<file path="src/rtl/chunked_adder.sv">
`default_nettype none
// ============================================================================
// chunked_adder : BW-bit unsigned adder that reuses one CHUNK-bit slice,
//                 producing one chunk of the sum per cycle (valid/ready I/O).
// Revision      : 1.0
// ============================================================================
module chunked_adder #(
    parameter int BW    = 16,
    parameter int CHUNK = 5
) (
    input  logic          clock,
    input  logic          reset,
    input  logic          io_in_valid,
    output logic          io_in_ready,
    input  logic [BW-1:0] io_in_a,
    input  logic [BW-1:0] io_in_b,
    input  logic          io_in_cin,
    output logic          io_out_valid,
    input  logic          io_out_ready,
    output logic [BW-1:0] io_out_s,
    output logic          io_out_c
);

    localparam int NCHUNK = (BW + CHUNK - 1) / CHUNK;
    localparam int EW     = NCHUNK * CHUNK;
    localparam int IW     = (NCHUNK > 1) ? $clog2(NCHUNK) : 1;
    // Position of sum bit BW inside the last slice's (CHUNK+1)-bit result.
    localparam int CPOS   = BW - (NCHUNK - 1) * CHUNK;
    localparam logic [IW-1:0] LAST_IDX = IW'(NCHUNK - 1);

    typedef enum logic [1:0] {
        IDLE = 2'd0,
        RUN  = 2'd1,
        DONE = 2'd2
    } state_t;

    state_t          state;
    logic [IW-1:0]   idx;
    logic            carry;
    logic [EW-1:0]   a_sh;
    logic [EW-1:0]   b_sh;
    logic [BW-1:0]   result;
    logic            carry_out;
    logic            in_ready_q;
    logic            out_valid_q;
    logic [CHUNK:0]  slice_sum;

    // Operands are shifted down one chunk per slice so the slice always reads bits [CHUNK-1:0].
    assign slice_sum = {1'b0, a_sh[CHUNK-1:0]} + {1'b0, b_sh[CHUNK-1:0]}
                     + {{CHUNK{1'b0}}, carry};

    always_ff @(posedge clock) begin
        if (!reset) begin
            state       <= IDLE;
            idx         <= '0;
            carry       <= 1'b0;
            a_sh        <= '0;
            b_sh        <= '0;
            result      <= '0;
            carry_out   <= 1'b0;
            in_ready_q  <= 1'b1;
            out_valid_q <= 1'b0;
        end else begin
            case (state)
                IDLE: begin
                    if (io_in_valid) begin
                        a_sh       <= EW'(io_in_a);
                        b_sh       <= EW'(io_in_b);
                        carry      <= io_in_cin;
                        idx        <= '0;
                        in_ready_q <= 1'b0;
                        state      <= RUN;
                    end
                end
                RUN: begin
                    for (int k = 0; k < BW; k++) begin
                        if (k / CHUNK == int'(idx)) begin
                            result[k] <= slice_sum[k % CHUNK];
                        end
                    end
                    carry <= slice_sum[CHUNK];
                    a_sh  <= a_sh >> CHUNK;
                    b_sh  <= b_sh >> CHUNK;
                    if (idx == LAST_IDX) begin
                        carry_out   <= slice_sum[CPOS];
                        out_valid_q <= 1'b1;
                        state       <= DONE;
                    end else begin
                        idx <= idx + 1'b1;
                    end
                end
                DONE: begin
                    if (io_out_ready) begin
                        out_valid_q <= 1'b0;
                        in_ready_q  <= 1'b1;
                        state       <= IDLE;
                    end
                end
                default: begin
                    out_valid_q <= 1'b0;
                    in_ready_q  <= 1'b1;
                    state       <= IDLE;
                end
            endcase
        end
    end

    assign io_in_ready  = in_ready_q;
    assign io_out_valid = out_valid_q;
    assign io_out_s     = result;
    assign io_out_c     = carry_out;

endmodule
`default_nettype wire

</file>
<file path="config.mk">
export PLATFORM = sky130hd
export DESIGN_NAME = chunked_adder
export DESIGN_NICKNAME = d
export VERILOG_FILES = /design/src/rtl/chunked_adder.sv
export SDC_FILE = /design/constraint.sdc
export NUM_CORES = 1
export LEC_CHECK = 0
export ABC_CLOCK_PERIOD_IN_PS = 2600
export CORE_ASPECT_RATIO = 0.5
export CORE_MARGIN = 2
export CORE_UTILIZATION = 50
export DETAILED_ROUTE_END_ITERATION = 16
export GPL_ROUTABILITY_DRIVEN = 0
export PLACE_DENSITY = 0.82
export SETUP_SLACK_MARGIN = 0.3
export SYNTH_ARGS = -nofsm -noshare
export SYNTH_HDL_FRONTEND = slang
export SYNTH_SLANG_ARGS = --single-unit
export TNS_END_PERCENT = 5
</file>
<file path="constraint.sdc">
create_clock -name clock -period 2.6 [get_ports clock]
set_input_delay 0.52 -clock clock [delete_from_list [all_inputs] [get_ports clock]]
set_output_delay 0.52 -clock clock [all_outputs]
set_load 0.02 [all_outputs]
</file>
==> out/results.ini <==
[status]
outcome=finished clean

[sta]
clock_skew_ns=0.005202
fin_setup_tns_ns=0
rsz0062_at_grt=true
worst_pin_slew_ns=0.8933
fmax_mhz=439.9
hold_violations=0
setup_viol=0
final_max_slew_viol_count=0
relSlewSlack=0.4032
timing.final.crit_share=0.8743
min_period_ns=2.273

[final_layout]
diodes=0
area_delta_synth_final_pct=24.13
instances_no_fill=385
layout-drive-gt1-share=0.04444
fillers=436
nets=362

[route]
dr_total_vias=2153
drc=0
wl_um=5824
via_per_inst=5.592
first_pass_iters=4
wl_per_cell_um=15.13
detail-route-antenna-nets=0
drt_iter0_markers=82

[pwr]
p_comb_frac=0.203
p_switching_mw=0.5179
pwr_density_cell_mw_per_mm2=565.2
switching_share=0.2836
vdd_drop_max_mv=0.3265
p_clk_frac=0.271
power_leakage_nw=1.372
power_mw=1.826
seqPwrFrac=0.526
internal_power_mw=1.308

[global_route]
gr-total-overflow=0
grt_pass1_vias=2062
grt_max_degree=33
grt_pass1_wl_um=9508
grt_usage=0.2099
antenna_found_initial=0

[die]
core_sq_mm=0.004977
initial_utilization=0.5229
ios=56
rows=18
die_area_sq_mm=0.005833
die_w_um=106.0
fp.dieH_um=55.02

[placed_design]
dp_cells=378
dp_hpwl_um=4172
place.port_buffers=55

[clock_network]
cts_buffer_depth=2
postCtsSetupRepairBufs=0
numCtsBuffers=5
cts_sinks=56
clkTransAtPathRegs_ns=0.10
cts_max_level=2
cts_tree=built
insertion_delay_ns=0.31
cts_root_buf=clkbuf_8

[logic_synthesis]
synthesis.area_per_instance_sq_um=9.639
synth_fp_nets=317
yosysTopAreaCellShare=0.4308
ys_seq_area_frac=0.4308
synth_edf_count=0
synth_cells=270
ys_top_cells_by_area=dfxtp_1 (43%), mux2i_1 (9.2%), a211oi_1 (7.2%)
synth_area_sq_mm=0.002602
synth_seq_cells=56
synth_area_leader_cell=dfxtp_1
synth_ff_type=dfxtp_1
synth_most_common_cell=dfxtp_1
yosysWarnings=0
netlist_top_cells_count=dfxtp_1 (56), nor2_1 (42), a211oi_1 (25)
synthArstFlopShare=0
ys_types=39

[worst_setup_path]
rrSetupSlack_ns=0.33
cp_cell_sequence=fa_1 -> fa_1 -> a21o_1 -> a2111oi_0 -> a311o_1
critPathArrivalTime_ns=2.53
required_ns=2.86
start_kind=register
cp-end-kind=register
cpPeakStageDelay_ns=0.54
critPathMostFrequentCell=fa_1
crit_fanout=4
path_class=reg -> reg
crit_slowest_cell=a2111oi_0

[worst_hold_path]
hp-class=reg -> reg

[job]
maxCapViolations=0

## logic make-up after synthesis
family,after synthesis,share of synthesized area
simple gates,80,0.1505
compound gates,74,0.2111
xor+xnor,1,0.003366
buf+inv,25,0.05817
mux,24,0.09231
fa+ha+maj,10,0.05385
flops,56,0.4308
## registers in the layout (all words and copies together) (netlist names)
| name | count |
|---|---|
| io_out_valid | 1 |
| io_out_c | 1 |
| a_sh | 16 |
| b_sh | 16 |
| idx | 2 |
| io_in_ready | 1 |
| state | 2 |
| io_out_s | 16 |
| carry | 1 |
## layout make-up
| cell class | count | area, sq um | area share |
|---|---|---|---|
| clock buffers | 6 | 82.58 | 0.02556 |
| clock inverters | 1 | 8.758 | 0.002711 |
| inverters | 3 | 11.26 | 0.003486 |
| multi-input cells | 189 | 1331 | 0.4121 |
| flip-flops and latches | 56 | 1121 | 0.3470 |
| well taps | 70 | 87.58 | 0.02711 |
| repair buffers | 60 | 588.1 | 0.1820 |
## final timing paths
path                    start     endpoint  cells after the start
setup reg to reg        carry  io_out_s[4]                      5
hold reg to reg   io_out_s[5]  io_out_s[5]                      2
setup / recovery        carry  io_out_s[4]                      5
hold / removal    io_out_s[5]  io_out_s[5]                      2
## worst max-delay path: cells and delay by family, from the launching register on
kind            cells  cell delay (ns)
flops               1             0.35
compound gates      3             0.96
fa+ha+maj           2             0.91
## cell usage in the layout, fill, tap and decap left out, types with 6 or more instances in the layout
master           count
a211oi_1            25
a21o_1               6
a21oi_1             12
a22oi_1             10
a311o_1              6
and3_1               6
clkbuf_8             6
clkdlybuf4s50_1     55
dfxtp_1             56
ha_1                 8
mux2i_1             24
nand2_1             15
nor2_1              42
## timing repair
action | 4_1_cts | 5_1_grt
hold buffers | 0 | 0
setup endpoints to repair | 0 | 2
endpoints found under the hold margin | 0 | 0
gates resized for setup | 0 | 1
## power by group through the flow
| stage | logic (mW) | clock network, mW | registers [mW] |
|---|---|---|---|
| 2_1_floorplan | 0.241 | 0 | 0.978 |
| 3_3_place_gp | 0.354 | 0 | 0.975 |
| 3_5_place_dp | 0.363 | 0 | 0.979 |
| 4_1_cts | 0.367 | 0.504 | 0.960 |
| 5_1_grt | 0.401 | 0.542 | 0.969 |
| 6_report | 0.370 | 0.496 | 0.960 |
## per-layer routing
metal	GRT usage	up-vias	part of all wire
li1	-	1069	-
met2	0.3710	67	0.45
met1	0.2646	1008	0.48
met4	0.07456	0	0.015
met3	0.04450	9	0.046
met5	0	-	0
## stage by stage
stage	instance area, sq um	setup slack, ns	utilization	hold WS (ns)
after floorplan	2603	0.6531	-	0.4647
after global placement	3138	0.5222	0.6305	0.4437
after detailed placement	3138	0.4977	0.6305	0.4501
after CTS	3229	0.3656	0.6488	0.4642
after global routing	3231	0.2784	0.6491	0.4832
final	3231	0.3269	0.6491	0.4615
(Power assumes the default switching activity.)
